===== src/rtl/clint_pkg.sv =====
// Shared constants, state encoding and register-offset decode for the machine-timer block.
package clint_pkg;

  localparam logic [15:0] CLINT_MTIMECMP_LO = 16'h4000;
  localparam logic [15:0] CLINT_MTIMECMP_HI = 16'h4004;
  localparam logic [15:0] CLINT_MTIME_LO    = 16'hbff8;
  localparam logic [15:0] CLINT_MTIME_HI    = 16'hbffc;

  typedef enum logic {
    CLINT_IDLE    = 1'b0,
    CLINT_LO_PEND = 1'b1
  } clint_state_e;

  typedef struct packed {
    logic cmp_lo;
    logic cmp_hi;
    logic time_lo;
    logic time_hi;
  } clint_sel_t;

  function automatic clint_sel_t clint_decode(input logic [15:0] offset);
    clint_sel_t sel;
    sel.cmp_lo  = (offset == CLINT_MTIMECMP_LO);
    sel.cmp_hi  = (offset == CLINT_MTIMECMP_HI);
    sel.time_lo = (offset == CLINT_MTIME_LO);
    sel.time_hi = (offset == CLINT_MTIME_HI);
    return sel;
  endfunction

endpackage


===== src/rtl/clint_tick.sv =====
// Free-running prescaler: pulses tick once every PRESCALE clock cycles.
module clint_tick #(
  parameter int unsigned PRESCALE = 1
) (
  input  logic clk,
  input  logic rstn,
  output logic tick
);

  localparam int unsigned W = (PRESCALE > 1) ? $clog2(PRESCALE) : 1;

  logic [W-1:0] count_reg;

  // With PRESCALE=1 the count is pinned at 0, so tick stays high every cycle.
  assign tick = (count_reg == W'(PRESCALE - 1));

  always_ff @(posedge clk or negedge rstn) begin
    if (!rstn) begin
      count_reg <= '0;
    end else if (tick) begin
      count_reg <= '0;
    end else begin
      count_reg <= count_reg + W'(1);
    end
  end

endmodule


===== src/rtl/clint_timer.sv =====
// Machine-timer controller: 64-bit mtime/mtimecmp on a 32-bit bus with a level timer interrupt.
module clint_timer
  import clint_pkg::*;
#(
  parameter logic [31:0] BASE_ADDR = 32'h4400_0000,
  parameter int unsigned PRESCALE  = 1
) (
  input  logic        clk,
  input  logic        rstn,
  input  logic        mem_valid,
  input  logic        mem_write,
  input  logic [3:0]  mem_wmask,
  input  logic [31:0] mem_wdata,
  input  logic [31:0] mem_addr,
  output logic [31:0] rdata,
  output logic        rsel,
  output logic        irq_timer
);

  logic         hit;
  logic         wr_en;
  logic         rd_en;
  clint_sel_t   sel;
  logic         tick;
  logic [63:0]  mtime_reg, mtime_next;
  logic [63:0]  mtimecmp_reg, mtimecmp_next;
  clint_state_e state_reg, state_next;
  logic         cmp_armed;
  logic         irq_reg;
  logic [31:0]  rdata_reg, rdata_next;
  logic         rsel_reg;

  assign hit   = (mem_addr[31:16] == BASE_ADDR[31:16]);
  assign sel   = clint_decode(mem_addr[15:0]);
  assign wr_en = mem_valid && mem_write && hit && (mem_wmask == 4'b1111);
  assign rd_en = mem_valid && !mem_write && hit;

  clint_tick #(
    .PRESCALE(PRESCALE)
  ) u_tick (
    .clk (clk),
    .rstn(rstn),
    .tick(tick)
  );

  // A write to either mtime half wins over the tick, so no carry leaks into the other half.
  always_comb begin
    mtime_next = mtime_reg;
    if (wr_en && sel.time_lo) begin
      mtime_next[31:0] = mem_wdata;
    end else if (wr_en && sel.time_hi) begin
      mtime_next[63:32] = mem_wdata;
    end else if (tick) begin
      mtime_next = mtime_reg + 64'd1;
    end
  end

  always_comb begin
    mtimecmp_next = mtimecmp_reg;
    if (wr_en && sel.cmp_lo) begin
      mtimecmp_next[31:0] = mem_wdata;
    end else if (wr_en && sel.cmp_hi) begin
      mtimecmp_next[63:32] = mem_wdata;
    end
  end

  always_comb begin
    rdata_next = 32'd0;
    if (rd_en) begin
      if (sel.cmp_lo)       rdata_next = mtimecmp_reg[31:0];
      else if (sel.cmp_hi)  rdata_next = mtimecmp_reg[63:32];
      else if (sel.time_lo) rdata_next = mtime_reg[31:0];
      else if (sel.time_hi) rdata_next = mtime_reg[63:32];
    end
  end

  // Compare is masked between the low and high halves of a mtimecmp update.
  always_ff @(posedge clk or negedge rstn) begin
    if (!rstn) begin
      state_reg <= CLINT_IDLE;
    end else begin
      state_reg <= state_next;
    end
  end

  always_comb begin
    state_next = state_reg;
    if (wr_en && sel.cmp_hi) begin
      state_next = CLINT_IDLE;
    end else if (wr_en && sel.cmp_lo) begin
      state_next = CLINT_LO_PEND;
    end
  end

  always_comb begin
    cmp_armed = 1'b0;
    unique case (state_reg)
      CLINT_IDLE:    cmp_armed = 1'b1;
      CLINT_LO_PEND: cmp_armed = 1'b0;
      default:       cmp_armed = 1'b0;
    endcase
  end

  always_ff @(posedge clk or negedge rstn) begin
    if (!rstn) begin
      mtime_reg    <= 64'd0;
      mtimecmp_reg <= 64'hFFFF_FFFF_FFFF_FFFF;
      irq_reg      <= 1'b0;
      rdata_reg    <= 32'd0;
      rsel_reg     <= 1'b0;
    end else begin
      mtime_reg    <= mtime_next;
      mtimecmp_reg <= mtimecmp_next;
      irq_reg      <= (mtime_reg >= mtimecmp_reg) && cmp_armed;
      rdata_reg    <= rdata_next;
      rsel_reg     <= rd_en;
    end
  end

  assign rdata     = rdata_reg;
  assign rsel      = rsel_reg;
  assign irq_timer = irq_reg;

endmodule


===== config.mk =====
export PLATFORM = sky130hd
export DESIGN_NAME = clint_timer
export DESIGN_NICKNAME = d
export VERILOG_FILES = /design/src/rtl/clint_pkg.sv /design/src/rtl/clint_tick.sv /design/src/rtl/clint_timer.sv
export SDC_FILE = /design/constraint.sdc
export NUM_CORES = 1
export LEC_CHECK = 0
export CORE_MARGIN = 1.5
export CORE_UTILIZATION = 35
export CTS_CLUSTER_SIZE = 24
export DETAILED_ROUTE_END_ITERATION = 7
export HOLD_SLACK_MARGIN = 0.05
export SLEW_MARGIN = 5
export SYNTH_ARGS = -nofsm -noshare
export SYNTH_HDL_FRONTEND = slang
export SYNTH_SLANG_ARGS = --single-unit

===== constraint.sdc =====
create_clock -name clk -period 3.25 [get_ports clk]
set_clock_uncertainty 0.15 [all_clocks]
set_input_delay 0.65 -clock clk [delete_from_list [all_inputs] [get_ports clk]]
set_output_delay 0.65 -clock clk [all_outputs]
set_load 0.02 [all_outputs]

==> out/results.tsv <==
stage	metric	value	unit
logic_synthesis	synth_async_sr_flop_share	100	%
logic_synthesis	syn_avg_cell_area	8.87	um2
placed_design	dpl-instance-area	0.0122	mm2
logic_synthesis	syn_area	0.0101	mm2
sta	relSlewSlack	43.0	%
worst_setup_path	cp_top_family	simple AND/OR/NAND/NOR gates	
worst_setup_path	slowest_stage	or4_4	
worst_setup_path	critical_path_class	in2reg	
finish	multi_input_area	0.00537	mm2
detailed_routing	wl_per_cell	19.6	um
clock_network	ctsHtreeMaxLevel	4	
outcome	status	finished, final reports clean	
worst_setup_path	worstPathCellList	clkdlybuf4s50_1 > nand4_1 > or4_4 > or4_1 > buf_4 > buf_12 > nand3_1 > o211ai_1 > o311ai_0	
floorplan	rows	62	
worst_setup_path	path_max_fanout	27	
clock_network	cts-root-buf	clkbuf_16	
finish	syn_to_final_growth	26.4	%
finish	ff_latch_area	0.00416	mm2
floorplan	initial_core_util	35.4	%
detailed_routing	vias	9513	
sta	hold_viol_final	0	
finish	stdcell_count	1682	
finish	fill_cells	2847	
floorplan	chipHeight	173	um
logic_synthesis	synth_compound_area_share	22.1	%
clock_network	clk_pin_slew_worst_paths	0.07	ns
sta	tns	0	ns
power_and_ir_drop	ir_worst_vdd	0.316	mV
detailed_routing	ant_nets	0	
sta	slew_violations	0	
finish	drive_gt1_share	18.7	%
sta	post-route-period-util	93.7	%
worst_setup_path	cp-end-kind	flip-flop	
sta	setup_viol	0	
sta	setup_slack	0.204	ns
power_and_ir_drop	p_sw	0.964	mW
logic_synthesis	synth-xor-area-share	0.520	%
logic_synthesis	synth_edf_count	0	
job	maxCapViolations	0	
power_and_ir_drop	powerDensity	335	mW/mm2
worst_setup_path	start_kind	input port	
worst_setup_path	worstPathArrival	3.18	ns
logic_synthesis	ys_seq_area_share	41.1	%
sta	post-route-min-period	3.05	ns
logic_synthesis	synthAdderAreaFrac	8.05	%
placed_design	gp_congestion	0.934	
clock_network	clock_latency	0.43	ns
logic_synthesis	ys_ff_latch	163	
sta	tightestPinTransition	0.847	ns
clock_network	cts_tree	built	
floorplan	boundaryPins	106	
clock_network	hold_buffers	0	
power_and_ir_drop	power	4.28	mW
finish	final_cell_area	0.0128	mm2
detailed_routing	drt_wl_total	33.0	mm
power_and_ir_drop	power_leakage	5.27	nW
power_and_ir_drop	switching_share	22.5	%
grt	grt_pass1_vias	9467	
clock_network	cts_made_buffers	17	
detailed_routing	drc	0	
logic_synthesis	yosysUniqueCellTypes	73	
grt	grt_pass1_wl	53.3	mm
detailed_routing	drt_iter0_drc	787	
power_and_ir_drop	internal_power	3.32	mW
finish	final_common_cell	clkdlybuf4s50_1	
grt	antenna_found_initial	0	
sta	rsz0062_at_grt	no	
hold_path	hold_class	in2async	
clock_network	cts_sinks	163	
clock_network	post_cts_buffers	0	
worst_setup_path	cp.buffers_inverters	3	
logic_synthesis	synthSimpleGateAreaFrac	18.3	%
logic_synthesis	syn_nets	1277	
clock_network	cts_max_path_buffers	2	
detailed_routing	viasPerCell	5.66	
placed_design	hpwlAfterDp	24.6	mm
power_and_ir_drop	p_clk_share	48.0	%
sta	whs	0.105	ns
grt	grt_max_degree	77	
finish	layout_common_cells	clkdlybuf4s50_1 (103), a21oi_1 (100), nor2_1 (100), o21ai_0 (100), dfrtp_1 (99)	
power_and_ir_drop	comb_power_share	4.5	%
detailed_routing	drt-pass1-iter-count	7	
finish	layout.nets	1422	
logic_synthesis	ys.flop_type	dfrtp_1	
grt	grt_usage	22.5	%
logic_synthesis	synth_top_family_by_area	compound AO/OA/AOI/OAI gates	
placed_design	port-buffer-count	105	
placed_design	detailedPlace.worstSlack	-0.207	ns
logic_synthesis	synth_mux_area_share	3.97	%
placed_design	dp.cells	1650	
floorplan	die-area	0.0299	mm2
worst_setup_path	max_stage_delay	0.58	ns
sta	fmax	328	MHz
floorplan	die_w	173	um
logic_synthesis	ys_warn_count	0	
finish	utilization	44.8	%
power_and_ir_drop	seq_power_share	47.5	%
clock_network	cts_resized	0	
worst_setup_path	cp.required	3.38	ns
finish	n_antenna_cell	0	
grt	gr-total-overflow	0	
floorplan	core_area	0.0285	mm2
logic_synthesis	synth_cells	1140	
[worst paths after layout]
path,to,slack (ns),start,depth (start not counted)
hold reg to reg,mtimecmp_reg[51],0.36,mtimecmp_reg[51],2
min in group clk,mtimecmp_reg[51],0.36,mtimecmp_reg[51],2
max in group asynchronous,mtimecmp_reg[43],2.03,rstn,2
setup reg to reg,irq_timer,0.45,mtimecmp_reg[46],8
setup / recovery,mtime_reg[42],0.20,mem_addr[10],9
hold / removal,rdata[7],0.11,rstn,1
[synthesized netlist by cell type (all sizes together), types with 7 or more instances]
library cell  count  area [um2]
dfstp            64        1680
ha               65         813
nand4            30         188
and4              7        61.3
nand3            41         205
nor2            102         390
clkbuf           56         211
and3             18         113
inv              78         293
nor4             16         113
a211oi            8        60.1
a221oi           33         289
a21oi           100         500
nor3             26         145
or4               7        56.3
or3               9        56.3
nand2            98         368
o211ai           17         128
a21o              8        60.1
buf              17        98.8
a311oi            7        86.3
dfrtp            99        2480
mux2             33         372
o21ai           104         524
[cells by family (layout without fill, tap and decap cells)]
logic type	count (synthesis)	count (layout)
AOI/OAI and AO/OA	345	345
and+or+nand+nor	374	374
adders and majority gates	65	65
buffers and inverters	151	309
muxes	36	36
xor gates and xnor gates	6	6
DFF	163	163
[layer usage]
layer,up-vias,global-route usage [%],wire [um]
met5,-,0,0
met4,0,5.94,660
met3,41,4.20,1950
met2,340,36.0,15100
met1,4647,31.4,15300
li1,4485,-,-
[power groups by stage]
stage / clock, mW / combinational [mW] / sequential [mW]
finish: 2.06 / 0.194 / 2.03
global route: 2.18 / 0.213 / 2.03
CTS: 2.09 / 0.199 / 2.03
detailed placement: 0 / 0.198 / 2.07
global placement: 0 / 0.197 / 2.07
floorplan: 0 / 0.0188 / 2.07
[area by class of cell]
cell class,instances,area share (%)
tap,384,3.76
clock inverter,8,0.774
multi-input combinational,826,42.1
timing repair buffer,199,14.8
sequential,163,32.5
clock buffer,24,3.77
inverter,78,2.29
Power figures use the tool's default switching activity.
